--- src/rtl/spike_latency_decoder_if.sv ---
// Single-beat AXI-stream carrying the decoded time-to-first-spike result.
`timescale 1ns/1ps
interface spike_latency_decoder_if #(
    parameter int unsigned DW = 10
) ();
    logic          tvalid;
    logic          tready;
    logic          tlast;
    logic [DW-1:0] tdata;

    modport master (output tvalid, output tdata, output tlast, input  tready);
    modport slave  (input  tvalid, input  tdata, input  tlast, output tready);
endinterface

--- src/rtl/spike_latency_decoder.sv ---
// Time-to-first-spike winner decoder: collects neuron first-spike latencies for one window,
// scans them one neuron per cycle, emits {timeout, min_latency, winner}, then pulses neuron_reset.
`timescale 1ns/1ps
module spike_latency_decoder #(
    parameter int unsigned N  = 10,
    parameter int unsigned TS = 16,
    parameter int unsigned TW = $clog2(TS + 1),
    parameter int unsigned IW = (N > 1) ? $clog2(N) : 1
) (
    input  logic                    clk,
    input  logic                    reset,
    input  logic                    start,
    input  logic                    time_step,
    input  logic [N-1:0]            in_tvalid,
    input  logic [N*TW-1:0]         in_tdata,
    spike_latency_decoder_if.master out_axis,
    output logic                    neuron_reset,
    output logic                    busy
);
    localparam int unsigned DW = 1 + TW + IW;

    typedef enum logic [2:0] {
        S_IDLE,
        S_COLLECT,
        S_SCAN,
        S_OUTPUT,
        S_CLEAR
    } state_e;

    state_e          state_q;
    logic [TW-1:0]   ts_q;
    logic [N-1:0]    snap_v_q;
    logic [TW-1:0]   snap_lat_q [N];
    logic [IW-1:0]   idx_q;
    logic [TW-1:0]   best_q;
    logic [IW-1:0]   win_q;
    logic [DW-1:0]   tdata_q;
    logic            tvalid_q;
    logic            nreset_q;
    logic            busy_q;

    logic [TW-1:0]   in_lat_c [N];
    logic            capture_c;
    logic            take_c;
    logic [TW-1:0]   best_d;
    logic [IW-1:0]   win_d;

    // Unpack the flat neuron latency bus.
    always_comb begin
        for (int i = 0; i < N; i++) begin
            in_lat_c[i] = in_tdata[i*TW +: TW];
        end
    end

    // Window closes when every neuron has fired or the registered step count hit the limit.
    assign capture_c = (&in_tvalid) || (ts_q == TW'(TS));

    // Strict less-than keeps the earliest index on ties.
    always_comb begin
        take_c = snap_v_q[idx_q] && (snap_lat_q[idx_q] < best_q);
        best_d = take_c ? snap_lat_q[idx_q] : best_q;
        win_d  = take_c ? idx_q : win_q;
    end

    always_ff @(posedge clk or posedge reset) begin
        if (reset) begin
            state_q  <= S_IDLE;
            ts_q     <= '0;
            snap_v_q <= '0;
            for (int i = 0; i < N; i++) begin
                snap_lat_q[i] <= '0;
            end
            idx_q    <= '0;
            best_q   <= '0;
            win_q    <= '0;
            tdata_q  <= '0;
            tvalid_q <= 1'b0;
            nreset_q <= 1'b0;
            busy_q   <= 1'b0;
        end else begin
            nreset_q <= 1'b0;
            case (state_q)
                S_IDLE: begin
                    if (start) begin
                        state_q <= S_COLLECT;
                        ts_q    <= '0;
                        busy_q  <= 1'b1;
                    end
                end
                S_COLLECT: begin
                    if (capture_c) begin
                        state_q  <= S_SCAN;
                        snap_v_q <= in_tvalid;
                        for (int i = 0; i < N; i++) begin
                            snap_lat_q[i] <= in_lat_c[i];
                        end
                        idx_q  <= '0;
                        best_q <= '1;
                        win_q  <= '0;
                    end else if (time_step && (ts_q != TW'(TS))) begin
                        ts_q <= ts_q + TW'(1);
                    end
                end
                S_SCAN: begin
                    best_q <= best_d;
                    win_q  <= win_d;
                    if (idx_q == IW'(N - 1)) begin
                        // With no valid neuron best/winner stay at their all-ones/zero defaults.
                        state_q  <= S_OUTPUT;
                        tvalid_q <= 1'b1;
                        tdata_q  <= {~(|snap_v_q), best_d, win_d};
                    end else begin
                        idx_q <= idx_q + IW'(1);
                    end
                end
                S_OUTPUT: begin
                    if (out_axis.tready) begin
                        state_q  <= S_CLEAR;
                        tvalid_q <= 1'b0;
                        nreset_q <= 1'b1;
                    end
                end
                S_CLEAR: begin
                    state_q <= S_IDLE;
                    busy_q  <= 1'b0;
                end
                default: begin
                    state_q <= S_IDLE;
                    busy_q  <= 1'b0;
                end
            endcase
        end
    end

    assign out_axis.tvalid = tvalid_q;
    assign out_axis.tdata  = tdata_q;
    assign out_axis.tlast  = tvalid_q;
    assign neuron_reset    = nreset_q;
    assign busy            = busy_q;
endmodule

--- src/flat_wrapper.sv ---
// flat-port wrapper written by rule: the top's interface ports become plain ports
module spike_latency_decoder_flat 
#(
    parameter int unsigned N  = 10,
    parameter int unsigned TS = 16,
    parameter int unsigned TW = $clog2(TS + 1),
    parameter int unsigned IW = (N > 1) ? $clog2(N) : 1
)
  (clk, reset, start, time_step, in_tvalid, in_tdata, neuron_reset, busy, out_axis_tvalid, out_axis_tdata, out_axis_tlast, out_axis_tready);
  spike_latency_decoder_if #(.DW((1 + TW + IW))) out_axis_i ();
  input  logic clk;
  input  logic reset;
  input  logic start;
  input  logic time_step;
  input  logic [N-1:0] in_tvalid;
  input  logic [N*TW-1:0] in_tdata;
  output logic neuron_reset;
  output logic busy;
  output wire logic [$bits(out_axis_i.tvalid)-1:0] out_axis_tvalid;
  output wire logic [$bits(out_axis_i.tdata)-1:0] out_axis_tdata;
  output wire logic [$bits(out_axis_i.tlast)-1:0] out_axis_tlast;
  input wire logic [$bits(out_axis_i.tready)-1:0] out_axis_tready;
  assign out_axis_tvalid = out_axis_i.tvalid;
  assign out_axis_tdata = out_axis_i.tdata;
  assign out_axis_tlast = out_axis_i.tlast;
  assign out_axis_i.tready = out_axis_tready;
  spike_latency_decoder #(.N(N), .TS(TS), .TW(TW), .IW(IW)) u_core (.clk(clk), .reset(reset), .start(start), .time_step(time_step), .in_tvalid(in_tvalid), .in_tdata(in_tdata), .out_axis(out_axis_i), .neuron_reset(neuron_reset), .busy(busy));
endmodule
--- config.mk ---
export PLATFORM = sky130hd
export DESIGN_NAME = spike_latency_decoder_flat
export DESIGN_NICKNAME = d
export VERILOG_FILES = /design/src/rtl/spike_latency_decoder_if.sv /design/src/rtl/spike_latency_decoder.sv /design/src/flat_wrapper.sv
export SDC_FILE = /design/constraint.sdc
export NUM_CORES = 1
export LEC_CHECK = 0
export ABC_AREA = 0
export CAP_MARGIN = 10
export CORE_AREA = 5 5 104 106
export DETAILED_ROUTE_END_ITERATION = 7
export DIE_AREA = 0 0 109 111
export PLACE_DENSITY = 0.74
export SKIP_CTS_REPAIR_TIMING = 1
export SYNTH_ARGS = -nofsm -noshare
export SYNTH_HDL_FRONTEND = slang
export SYNTH_SLANG_ARGS = --single-unit
--- constraint.sdc ---
create_clock -name clk -period 7.6 [get_ports clk]
set_input_delay 1.14 -clock clk [delete_from_list [all_inputs] [get_ports clk]]
set_output_delay 1.14 -clock clk [all_outputs]
set_load 0.005 [all_outputs]
== Word level (Yosys, flattened, before mapping) ==
Cells that the tools add are included.

* Register bits after elaboration: 94

* Add/sub/neg operators: 2
* Magnitude comparators: 3
* Eq/ne operators: 13
* Mux-type cells: 29
* Bitwise operators: 3
* Reduce and logical (&&, ||, !) cells: 18

{| class="wikitable"
|+ Operators by type and width
! kind !! number
|-
| two-way mux 5 bit || 7
|-
| binary-select mux 5 bit (select 4 bit) || 1
|-
| one-hot mux 5 bit (2 select lines) || 2
|-
| one-hot mux 4 bit (2 select lines) || 2
|-
| two-way mux 3 bit || 4
|-
| two-way mux 4 bit || 3
|-
| one-hot mux 3 bit (4 select lines) || 1
|-
| AND reduction 10 bit || 1
|-
| OR reduction 10 bit || 1
|-
| inequality test 2 bit (second input constant) || 4
|-
| AND reduction 2 bit || 4
|-
| AND reduction 4 bit || 2
|-
| == test 3 x 2 -> 1 bit (second input constant) || 2
|-
| two-way mux 1 bit || 6
|-
| inequality test 2 x 1 -> 1 bit (second input constant) || 3
|-
| AND reduction 3 bit || 2
|-
| nonzero test 2 bit || 3
|-
| adder 5 x 1 -> 5 bit (second input constant) || 1
|-
| == test 5 bit (second input constant) || 1
|-
| >= comparator 5 bit (second input constant) || 1
|-
| < comparator 4 x 5 -> 1 bit (second input constant) || 1
|-
| < comparator 5 bit || 1
|-
| inequality test 5 bit (second input constant) || 1
|-
| NOT 4 -> 5 bit || 1
|-
| 10 further kinds || 13
|}

== Depth between registers and ports, before layout ==
Gate-level depths: netlist of the first run.

* Depth in word-level cells: 8
* Gate-level depth with buffers: 13
* Depth with buffers taken out: 9

== Least setup slack after synthesis of the first run ==
Ideal clock, no wire load.

* Kind: reg-to-reg
* From: register u_core.idx_q[0]
* To: register u_core.best_q[1]
* Setup time: 0.125 ns
* Data arrival time: 3.184 ns
* Setup slack: 4.291 ns
* Cell stages (with the launch flop): 13
* Path buffers: 3
* Period minus slack after synthesis: 3.309 ns
* Path through: dfrtp_1 buf_6 buf_12 buf_2 mux4_2 a22oi_1 o21ai_0 ha_1 nand4_1 o21ba_2 o2111ai_4 nor3_4 mux2_4

* Cells in the longest elaborated chain, start to end: 8
* Elaborated cells on any way between the ends: 10
* Classes of those cells: 1 x order compare; 7 x mux; 1 x bitwise; 1 x reduce/logical

{| class="wikitable"
|+ RTL lines
! element !! line !! text
|-
| start, declared || spike_latency_decoder.sv:34 || <nowiki>logic [IW-1:0] idx_q;</nowiki>
|-
| start signal, assigned || spike_latency_decoder.sv:113 || <nowiki>idx_q <= idx_q + IW'(1);</nowiki>
|-
| NOT 4 -> 5 bit (implied by the code) || spike_latency_decoder.sv:60, spike_latency_decoder.sv:61 ||
|-
| binary-select mux 5 bit (select 4 bit) || spike_latency_decoder.sv:60, spike_latency_decoder.sv:61 ||
|-
| two-way mux 5 bit (implied by the code) (2 in a row) || spike_latency_decoder.sv:60, spike_latency_decoder.sv:61 ||
|-
| < comparator 5 bit || spike_latency_decoder.sv:60 || <nowiki>take_c = snap_v_q[idx_q] && (snap_lat_q[idx_q] < best_q);</nowiki>
|-
| logical AND 1 bit || spike_latency_decoder.sv:60 ||
|-
| two-way mux 5 bit (*) || spike_latency_decoder.sv:61 || <nowiki>best_d = take_c ? snap_lat_q[idx_q] : best_q;</nowiki>
|-
| one-hot mux 5 bit (2 select lines) (*) || spike_latency_decoder.sv:82 || <nowiki>case (state_q)</nowiki>
|-
| end signal, assigned || spike_latency_decoder.sv:105 || <nowiki>best_q <= best_d;</nowiki>
|-
| end, declared || spike_latency_decoder.sv:35 || <nowiki>logic [TW-1:0] best_q;</nowiki>
|}

Every way passes the cells marked *; elsewhere a longest branch is shown, timed or not. The select of a mux whose other input is x is not followed.
A chain may end at the register's enable or synchronous reset.

== Worst setup path in the final report of the first run ==
Ends and elaborated chain as after synthesis.

==> results of run 1 <==
metal layers:
metal | vias to the layer above | part of all wire [%] | routed length (um) | GRT usage (%)
met2 | 79 | 47 | 4850 | 27.0
met3 | 10 | 4.1 | 423 | 3.26
met4 | 0 | 1.4 | 148 | 5.30
li1 | 1797 | - | - | -
met5 | - | 0 | 0 | 0
met1 | 1716 | 47 | 4820 | 25.7
per-stage QoR:
stage	instances	cell area (um^2)	util (%)	hold WS (ns)	power (mW)
floorplan	497	4720	-	0.437	1.53
global placement	686	5550	57.4	0.450	1.73
detailed placement	686	5550	57.4	0.459	1.77
CTS	702	5740	59.3	0.479	2.09
global route	702	5740	59.3	0.497	2.25
finish	702	5740	59.3	0.478	2.08
final timing paths:
path                                                     end  slack, ns
min in group asynchronous         u_core.ts_q[4]$_DFFE_PP0P_       1.21
hold / removal             u_core.snap_lat_q[32]$_DFFE_PP0P_       0.48
setup reg to reg                u_core.best_q[1]$_DFFE_PP0P_       3.84
max in group asynchronous        u_core.win_q[2]$_DFFE_PP0P_       5.27
hold reg to reg            u_core.snap_lat_q[32]$_DFFE_PP0P_       0.48
setup / recovery                u_core.best_q[1]$_DFFE_PP0P_       3.84
cells by family after synthesis:
| kind of cell | after synthesis | share of synthesized area [%] |
|---|---|---|
| simple gates | 275 | 24.5 |
| flops | 94 | 49.8 |
| compound gates | 53 | 8.51 |
| buf+inv | 36 | 3.92 |
| mux | 29 | 10.7 |
| fa+ha+maj | 8 | 2.12 |
| xor+xnor | 2 | 0.371 |
cells in the mapped netlist (all sizes together), types with 2 or more instances:
library cell	n
nand4	6
clkbuf	8
nand2b	4
inv	11
and3	4
buf	17
dfrtp	94
a21oi	9
or4	2
a21o	4
a211o	2
nor2	22
mux2	6
or2	4
o31ai	5
nand2	210
mux2i	10
o22ai	2
nand3	9
nor4	2
ha	8
mux4	13
a22oi	5
nor3	6
o21ai	14
cell type report:
cell class | instances | area (um^2) | share of cell area [%]
Sequential cell | 94 | 2350 | 40.9
Multi-Input combinational cell | 367 | 2190 | 38.1
Timing Repair Buffer | 81 | 803 | 14.0
Tap cell | 133 | 166 | 2.90
Clock buffer | 10 | 128 | 2.22
Clock inverter | 6 | 62.6 | 1.09
Inverter | 11 | 42.5 | 0.741
registers in the layout, indices dropped and copies added, names as in the netlist:
register / cells
u_core.best_q: 5
u_core.busy: 1
u_core.idx_q: 4
u_core.neuron_reset: 1
u_core.out_axis.tdata: 10
u_core.out_axis.tlast: 1
u_core.snap_lat_q: 50
u_core.snap_v_q: 10
u_core.state_q: 3
u_core.ts_q: 5
u_core.win_q: 4
power groups by stage:
stage                     Clock [mW]  Combinational [mW]  Sequential (mW)
after floorplan                    0               0.714            0.814
after global placement             0               0.867            0.861
after detailed placement           0               0.893            0.872
after CTS                      0.333               0.896            0.863
after global routing           0.350                1.01            0.894
final                          0.323               0.890            0.864
tightest hold or removal path, cell delays in order, from the launching register on:
cell and delay, ns:
dfrtp_1 0.35, nand2_1 0.05, nand2_1 0.05
==> summary.txt, run 1 <==
Setup path
  • Kind of critical path: flip-flop to flip-flop
  • Crit path largest cell delay: 0.64 ns
  • Critical Path Stages: 10
  • Register-to-Register Path Depth: 10
  • Worst setup path start: u_core.idx_q[0]$_DFFE_PP0P_
  • Largest delay share family, worst path: compound AO/OA/AOI/OAI gates
  • R2R Path Start: u_core.idx_q[0]$_DFFE_PP0P_
  • Arrival @ worst endpoint: 4.01 ns
  • Worst path buffer plus inverter count: 1
  • Slowest-stage cell, CP: mux4_1
  • Crit. End Element: flip-flop
  • Critical Path RT: 7.84 ns
  • CP cell instances: buf_4 > mux4_1 > a22oi_1 > o21ai_0 > ha_1 > a21o_1 > a21oi_1 > o2111ai_4 > nor3_4 > mux2_4
  • Setup crit start kind: flip-flop
  • Critical Path Fanout Max: 26

Power and ir drop
  • Power Density: 362 nW/um^2
  • Clock power frac: 15.5%
  • Internal: 1.28 mW
  • P_leak: 2.72 nW
  • Switch share: 38.2%
  • Reg power frac: 41.6%
  • Max VDD drop: 0.164 mV
  • Combinational fraction of design power: 42.9%
  • Switching power: 0.793 mW

Floorplanning
  • Die Wd: 109 um
  • Starting Density: 48.7%
  • Total core area: 9680 um^2
  • Die Y: 111 um
  • Cell Rows: 36
  • Num ports: 79
  • DIE AREA: 12,100 um^2

Global routing
  • Initial antenna violation count: 0
  • GRT overflow: 0
  • First-pass GRT wire length: 17,200 um
  • Largest net degree at the start of global routing: 70
  • Gr usage total: 17.7%
  • Vias in the first global route: 3,564

STA
  • Hold Vio Cnt, Final: 0
  • Setup TNS: 0 ns
  • Fmax: 266 MHz
  • Slew HR: 26.6%
  • Tightest Pin Transition: 1.10 ns
  • Fin. max-slew vios: 0
  • Period utilization: 49.5%
  • # setup viols final: 0
  • Clk_skew: 0.00930 ns
  • Fin crit period: 3.76 ns
  • RSZ-0062 raised after global routing: false
  • Final WS setup: 3.84 ns

Route
  • Average wire per standard cell: 14.6 um
  • First-iteration detailed-routing DRC count: 178
  • Post-DR vias/cell: 5.13
  • Vias post-DR: 3,602
  • Final ANT Viol Nets: 0
  • Routed WL: 10,200 um
  • DRC: 0
  • Detailed Routing Iterations Pass 1: 4

Clock tree
  • CTS tree: built
  • Clock Latency Late Sink: 0.36 ns
  • Clk sinks: 94
  • Clock Tree Root: clkbuf_8
  • CTS H-tree lvls: 3
  • Reg clk slew, reported paths: 0.08 ns
  • Longest Clk Path Bufs: 2
  • CTS Buf Count: 9

Cells and area
  • Nets: 637
  • Most frequent cells in the layout: 210 x nand2_1, 94 x dfrtp_1, 78 x clkdlybuf4s50_1
  • Share of cells above drive strength 1: 7.73%
  • Area Growth Syn to Fin: 21.7%
  • Commonest non-fill, non-tap cell in the layout: nand2_1
  • # fillers: 865
  • N_diodes: 0

Job
  • Max Cap Violations: 0

Min path
  • HP Class: flip-flop to flip-flop
  • Cells on Worst Hold Path: 2
  • Min-delay src: u_core.snap_lat_q[32]$_DFFE_PP0P_

Synth
  • Post-synth EDFFs: 0
  • Net Count, Synth: 570
  • Sequential area share after synthesis: 49.8%
  • Syn. warnings: 0
  • Synthesized flop and latch total: 94
  • Asr flop ratio synth: 100%
  • Mapped Cells: 497
  • Synth cell types: 56
  • Synth Cell Area: 4720 um^2
  • Mean Syn Cell Area: 9.50 um^2
  • Post-synth top flop: dfrtp_1
  • Area contributors post-synth: dfrtp_1 50%, nand2_1 17%, mux4_1 4.5%
  • Yosys top cell area share: 49.8%
  • Largest area contributor in the netlist: dfrtp_1

Placed design
  • I/O Buffers: 78
  • RD Place Congestion: 0.812
  • Pre-CTS setup slack: 3.62 ns
  • Dpl hpwl: 7140 um

Status
  • Status: completed
No activity file was read; power rests on OpenSTA's default activity.
==> run 2: changes to the inputs <==
--- a/config.mk
+++ b/config.mk
@@ -7,9 +7,9 @@
 export LEC_CHECK = 0
 export ABC_AREA = 0
 export CAP_MARGIN = 10
-export CORE_AREA = 5 5 104 106
+export CORE_AREA = 5 5 106 108
 export DETAILED_ROUTE_END_ITERATION = 7
-export DIE_AREA = 0 0 109 111
+export DIE_AREA = 0 0 111 113
 export PLACE_DENSITY = 0.74
 export SKIP_CTS_REPAIR_TIMING = 1
 export SYNTH_ARGS = -nofsm -noshare
==> constraint.sdc (replaced) <==
create_clock -name clk -period 3 [get_ports clk]
set_input_delay 0.45 -clock clk [delete_from_list [all_inputs] [get_ports clk]]
set_output_delay 0.45 -clock clk [all_outputs]
set_load 0.005 [all_outputs]
==> run 2 against run 1 <==
Effect of this change: cell count increased by 3.7%; core utilization down 0.26 points; sequential cell count is the same; register-to-register slack lost 3.8 ns; worst hold slack lost 0.076 ns; clock skew about the same; largest cell class unchanged; routed wire length up 4.6%; sequential power grew to 2.5 times the previous value; critical path depth rose by 1; die area up 3.7%; clock-buffer cell count shrank 1.
==> summary.txt, run 2 (synthesized netlist as in run 1, its figures left out) <==
Status
  • Status: completed

Floorplanning
  • DIE AREA: 12,500 um^2
  • Cell Rows: 37
  • Num ports: 79
  • Die Wd: 111 um
  • Die Y: 113 um
  • Starting Density: 46.6%
  • Total core area: 10,100 um^2

STA
  • Final WS setup: 0.0581 ns
  • # setup viols final: 0
  • Fmax: 340 MHz
  • Slew HR: 64.1%
  • Hold Vio Cnt, Final: 0
  • Fin. max-slew vios: 0
  • Period utilization: 98.1%
  • Tightest Pin Transition: 0.538 ns
  • Fin crit period: 2.94 ns
  • Min Hold Slack: 0.401 ns
  • Clk_skew: 0.00904 ns

Cells and area
  • N_diodes: 0
  • Largest Register: u_core.snap_lat_q
  • Commonest non-fill, non-tap cell in the layout: nand2_1
  • Final Core Density: 59.1%
  • # fillers: 876
  • Most frequent cells in the layout: 210 x nand2_1, 93 x dfrtp_1, 78 x clkdlybuf4s50_1
  • Area Growth Syn to Fin: 26.8%
  • Nets: 660
  • Multi-input logic area: 2230 um^2
  • Layout Cell Area excl Fill: 5990 um^2
  • Non-Filler Instances: 728
  • Max reg flops: 50
  • Share of cells above drive strength 1: 13.2%
  • FF/Latch Area: 2350 um^2

Min path
  • HP Class: input pin to async pin

Global routing
  • Met1 GRT Util: 24.5%
  • First-pass GRT wire length: 18,500 um
  • Gr usage total: 17.9%
  • Initial antenna violation count: 0
  • Largest net degree at the start of global routing: 41
  • GR peak layer: met2
  • GRT overflow: 0
  • Vias in the first global route: 3,898
  • GR Util met2: 28.9%
  • Met3 GRT Util: 3.26%

Placed design
  • RD Place Congestion: 0.828
  • Pre-CTS setup slack: -0.151 ns
  • Placed cells: 708
  • Dpl hpwl: 8180 um
  • I/O Buffers: 78
  • Placed standard-cell area: 5720 um^2

Setup path
  • Critical Path Fanout Max: 4
  • Critical Path RT: 3.28 ns
  • R2R Setup Slk: 0.06 ns
  • Setup crit start kind: flip-flop
  • R2R Path Start: u_core.idx_q[0]$_DFFE_PP0P_
  • Worst path buffer plus inverter count: 2
  • Kind of critical path: flip-flop to flip-flop
  • Largest delay share family, worst path: multiplexers
  • Register-to-Register Path Depth: 11
  • CP cell instances: buf_4 > mux4_1 > a22oi_2 > o21ai_2 > ha_1 > a21o_1 > a21oi_4 > o2111ai_4 > nor3_4 > buf_6 > mux2_4
  • Crit path largest cell delay: 0.57 ns
  • Arrival @ worst endpoint: 3.22 ns
  • FF-to-FF End: u_core.best_q[3]$_DFFE_PP0P_
  • Crit. End Element: flip-flop
  • Slowest-stage cell, CP: mux4_1

Clock tree
  • Clock Latency Late Sink: 0.38 ns
  • Longest Clk Path Bufs: 2
  • Clock Tree Root: clkbuf_8
  • CTS H-tree lvls: 3
  • Clk sinks: 94
  • CTS tree: built
  • CTS Buf Count: 9
  • Reg clk slew, reported paths: 0.11 ns

Route
  • Routed WL: 10,700 um
  • Final ANT Viol Nets: 0
  • Average wire per standard cell: 14.7 um
  • First-iteration detailed-routing DRC count: 156
  • Detailed Routing Iterations Pass 1: 4
  • Post-DR vias/cell: 5.13
  • DRC: 0
  • Vias post-DR: 3,736

Power and ir drop
  • Power Density: 939 nW/um^2
  • Max VDD drop: 0.382 mV
  • P_leak: 2.86 nW

Job
  • Max Cap Violations: 0
-- run 2: changes by cell type in the layout (fill, tap and decap cells not counted), sizes merged --
cell,previous run,this run
inv,10,14
clkbuf,10,9
clkinvlp,3,1
buf,3,26
bufinv,1,0
-- run 2: metrics by stage --
stage | TNS, ns | total power [mW]
2_1_floorplan | -0.825 | 3.92
3_3_place_gp | -0.114 | 4.59
3_5_place_dp | -1.21 | 4.70
4_1_cts | -1.55 | 5.55
5_1_grt | -0.203 | 6.08
6_report | 0 | 5.62
-- run 2: power breakdown --
| part | internal, mW | switching (mW) | total, mW |
|---|---|---|---|
| Clock | 0.327 | 0.511 | 0.838 |
| Sequential | 1.80 | 0.394 | 2.19 |
| Combinational | 1.28 | 1.32 | 2.59 |
| Total | 3.40 | 2.22 | 5.62 |
-- run 2: area by class of cell --
class	count	area share, %
inverter	11	0.711
clock inverter	7	1.21
sequential	94	39.3
tap	136	2.84
clock buffer	9	2.07
multi-input combinational	367	37.2
timing repair buffer	104	16.6
-- run 2: worst max-delay path by stage --
stage / startpoint / endpoint / slack (ns) / cells after the start
2_1_floorplan: u_core.idx_q[0]$_DFFE_PP0P_ / u_core.best_q[1]$_DFFE_PP0P_ / -0.18 / 12
3_3_place_gp: u_core.idx_q[0]$_DFFE_PP0P_ / u_core.win_q[1]$_DFFE_PP0P_ / -0.02 / 11
3_5_place_dp: u_core.idx_q[0]$_DFFE_PP0P_ / u_core.win_q[1]$_DFFE_PP0P_ / -0.15 / 11
4_1_cts: u_core.idx_q[0]$_DFFE_PP0P_ / u_core.win_q[1]$_DFFE_PP0P_ / -0.19 / 11
5_1_grt: u_core.idx_q[0]$_DFFE_PP0P_ / u_core.best_q[4]$_DFFE_PP0P_ / -0.05 / 11
6_report: u_core.idx_q[0]$_DFFE_PP0P_ / u_core.best_q[3]$_DFFE_PP0P_ / 0.06 / 11
-- run 2: worst register-to-register path, cell delays in order (launching register included) --
cell and delay [ns]:
dfrtp_2 0.39, buf_4 0.13, mux4_1 0.57, a22oi_2 0.22, o21ai_2 0.09, ha_1 0.29, a21o_1 0.19, a21oi_4 0.17
o2111ai_4 0.17, nor3_4 0.17, buf_6 0.15, mux2_4 0.29
-- run 2: metal layers --
layer,up-vias,share of wire (%)
met2,77,49
met5,-,0
met3,10,4.0
met4,0,1.1
met1,1796,46
li1,1853,-
==> run 3: changes to the inputs <==
--- a/config.mk
+++ b/config.mk
@@ -5,12 +5,12 @@
 export SDC_FILE = /design/constraint.sdc
 export NUM_CORES = 1
 export LEC_CHECK = 0
-export ABC_AREA = 0
+export ABC_AREA = 1
 export CAP_MARGIN = 10
 export CORE_AREA = 5 5 106 108
 export DETAILED_ROUTE_END_ITERATION = 7
 export DIE_AREA = 0 0 111 113
-export PLACE_DENSITY = 0.74
+export PLACE_DENSITY = 0.75
 export SKIP_CTS_REPAIR_TIMING = 1
 export SYNTH_ARGS = -nofsm -noshare
 export SYNTH_HDL_FRONTEND = slang
==> run 3 against run 2 <==
Effect of this change: fmax up 9.7%; clock skew down 0.00095 ns; synthesized area up 1.2%; core utilization down 0.78 points; synthesized cell count up 24%; sequential power down 30%; register-to-register slack better by 0.26 ns; critical path type unchanged; sequential cell count unchanged; clock power up 13%.
==> summary.txt, run 3 <==
Status
  • Status: completed

Setup path
  • Crit path largest cell delay: 0.37 ns
  • Arrival @ worst endpoint: 2.94 ns
  • Slowest-stage cell, CP: dfrtp_1
  • R2R Path Start: u_core.idx_q[0]$_DFFE_PP0P_
  • CP cell instances: buf_4 > nor2_1 > nor2_1 > o21ai_0 > o211ai_1 > nand3_1 > nand2_1 > ha_1 > a21oi_1 > o21ai_0 > a21oi_4 > nand2_4 > nand2_2 > nand2_1 > nand2_1 > nand2_1
  • Kind of critical path: flip-flop to flip-flop
  • Critical Path Fanout Max: 34
  • Worst setup path start: u_core.idx_q[0]$_DFFE_PP0P_
  • Setup crit start kind: flip-flop
  • Crit. End Element: flip-flop
  • Most used cell, CP: nand2_1
  • Critical Path RT: 3.26 ns

STA
  • Period utilization: 89.4%
  • Tightest Pin Transition: 0.611 ns
  • Slew HR: 59.2%
  • Fin. max-slew vios: 0
  • Fin crit period: 2.68 ns
  • RSZ-0062 raised after global routing: false
  • Fmax: 373 MHz
  • Hold Vio Cnt, Final: 0
  • # setup viols final: 0
  • Clk_skew: 0.00809 ns
  • Setup TNS: 0 ns

Synth
  • Net Count, Synth: 689
  • Top-count cell post-synth: nand2_1
  • Synthesized flop and latch total: 94
  • Largest area contributor in the netlist: dfrtp_1
  • Post-synth EDFFs: 0
  • Yosys top cell area share: 49.2%
  • Post-synthesis adder-cell area fraction: 2.09%
  • Post-synth top flop: dfrtp_1
  • Syn. warnings: 0
  • Multiplexer area fraction after synthesis: 0%
  • Synth cell types: 29
  • Mapped Cells: 616
  • Area contributors post-synth: dfrtp_1 49%, nand2_1 15%, nand3_1 8.9%
  • Simple-gate share of the synthesized area: 31.7%
  • Largest family of logic cells by synthesized area: simple AND/OR/NAND/NOR gates
  • Complex-gate fraction of the synthesized area: 8.27%
  • Sequential area share after synthesis: 49.2%
  • Mean Syn Cell Area: 7.76 um^2
  • Xor/xnor cell area share of the yosys netlist: 0.733%
  • Post-synth top cells: 188 x nand2_1, 94 x dfrtp_1, 85 x nand3_1
  • Asr flop ratio synth: 100%
  • Synth Cell Area: 4780 um^2

Clock tree
  • Longest Clk Path Bufs: 2
  • CTS H-tree lvls: 3
  • Clock Tree Root: clkbuf_8
  • CTS Buf Count: 9
  • CTS tree: built
  • Clock Latency Late Sink: 0.36 ns
  • Reg clk slew, reported paths: 0.09 ns
  • Clk sinks: 94

Floorplanning
  • Die Wd: 111 um
  • Cell Rows: 37
  • Total core area: 10,100 um^2
  • DIE AREA: 12,500 um^2
  • Starting Density: 47.1%
  • Num ports: 79
  • Die Y: 113 um

Global routing
  • Vias in the first global route: 4,148
  • Largest net degree at the start of global routing: 62
  • First-pass GRT wire length: 19,500 um
  • Gr usage total: 18.9%
  • GRT overflow: 0
  • Initial antenna violation count: 0

Power and ir drop
  • Switch share: 42.6%
  • Reg power frac: 32.1%
  • Internal: 2.73 mW
  • P_leak: 3.02 nW
  • Max VDD drop: 0.432 mV
  • Combinational fraction of design power: 48.0%
  • Power Density: 805 nW/um^2
  • Clock power frac: 19.9%
  • Switching power: 2.03 mW
  • Final total power: 4.75 mW

Cells and area
  • # fillers: 907
  • Most frequent cells in the layout: 188 x nand2_1, 94 x dfrtp_1, 85 x nand3_1
  • N_diodes: 0
  • Commonest non-fill, non-tap cell in the layout: nand2_1
  • Largest Register: u_core.snap_lat_q
  • Share of cells above drive strength 1: 7.64%
  • Nets: 762
  • Area Growth Syn to Fin: 23.6%
  • Max reg flops: 50

Route
  • Routed WL: 11,300 um
  • Post-DR vias/cell: 5.03
  • Detailed Routing Iterations Pass 1: 5
  • DRC: 0
  • Average wire per standard cell: 13.6 um
  • Final ANT Viol Nets: 0
  • Vias post-DR: 4,179
  • First-iteration detailed-routing DRC count: 238

Placed design
  • Dpl hpwl: 8200 um
  • I/O Buffers: 78
  • RD Place Congestion: 0.829

Min path
  • HP Class: input pin to async pin

Job
  • Max Cap Violations: 0
run 3: changes by cell type after synthesis, moves of 9 or more:
| cell | change |
|---|---|
| nand2_2 | +12 |
| nor2_1 | +29 |
| nand2_1 | -22 |
| mux2i_1 | -10 |
| o21ai_0 | +12 |
| a21oi_1 | +20 |
| inv_1 | +45 |
| nand3_1 | +76 |
| o21ai_1 | +9 |
run 3: cell type report:
cell class,count,area (um^2),share of cell area [%]
Sequential cell,94,2350,39.8
Clock inverter,5,81.3,1.38
Multi-Input combinational cell,435,2050,34.8
Inverter,58,219,3.71
Timing Repair Buffer,91,891,15.1
Clock buffer,11,141,2.39
Tap cell,136,170,2.88
run 3: worst paths after layout:
check                                                             to  slack (ns)  cells after the start
worst max-delay path            u_core.out_axis.tdata[7]$_DFFE_PP0P_        0.32                     16
worst max register to register  u_core.out_axis.tdata[7]$_DFFE_PP0P_        0.32                     16
max in group asynchronous          u_core.snap_lat_q[29]$_DFFE_PP0P_        1.82                      3
worst min register to register     u_core.snap_lat_q[47]$_DFFE_PP0P_        0.47                      2
min in group clk                   u_core.snap_lat_q[47]$_DFFE_PP0P_        0.47                      2
worst min-delay path                  u_core.snap_v_q[0]$_DFFE_PP0P_        0.46                      2
run 3: power by group through the flow:
stage	registers, mW	clock network (mW)	logic, mW
2_1_floorplan	1.55	0	1.68
3_3_place_gp	1.54	0	2.20
3_5_place_dp	1.55	0	2.27
4_1_cts	1.53	0.968	2.27
5_1_grt	1.55	1.02	2.56
6_report	1.53	0.944	2.28
run 3: worst max-delay path: cells and delay by family, from the launching register on:
family | cells | cell delay (ns)
and+or+nand+nor | 9 | 0.82
adders and majority gates | 1 | 0.26
buffers and inverters | 1 | 0.31
AOI/OAI and AO/OA | 5 | 0.80
DFF | 1 | 0.37
run 3: per-layer routing:
metal,global-route usage (%),part of all wire (%)
met1,25.1,45
met2,31.4,49
met3,3.69,5.1
met4,6.16,1.1
met5,0,0
run 3: cells by family after synthesis:
| logic type | after synthesis |
|---|---|
| flip-flops | 94 |
| buffers and inverters | 87 |
| XOR/XNOR | 4 |
| AO/OA/AOI/OAI | 73 |
| adder cells (fa/ha/maj) | 8 |
| AND/OR/NAND/NOR | 350 |
run 3: through the flow:
stage / area, um^2 / cells / setup WS [ns] / utilization, % / hold WS, ns
after global routing: 5910 / 830 / 0.0663 / 58.3 / 0.507
after CTS: 5910 / 830 / 0.337 / 58.3 / 0.468
after detailed placement: 5690 / 814 / 0.357 / 56.1 / 0.454
after floorplan: 4780 / 616 / 0.101 / - / 0.437
final: 5910 / 830 / 0.319 / 58.3 / 0.461
after global placement: 5690 / 814 / 0.482 / 56.1 / 0.452
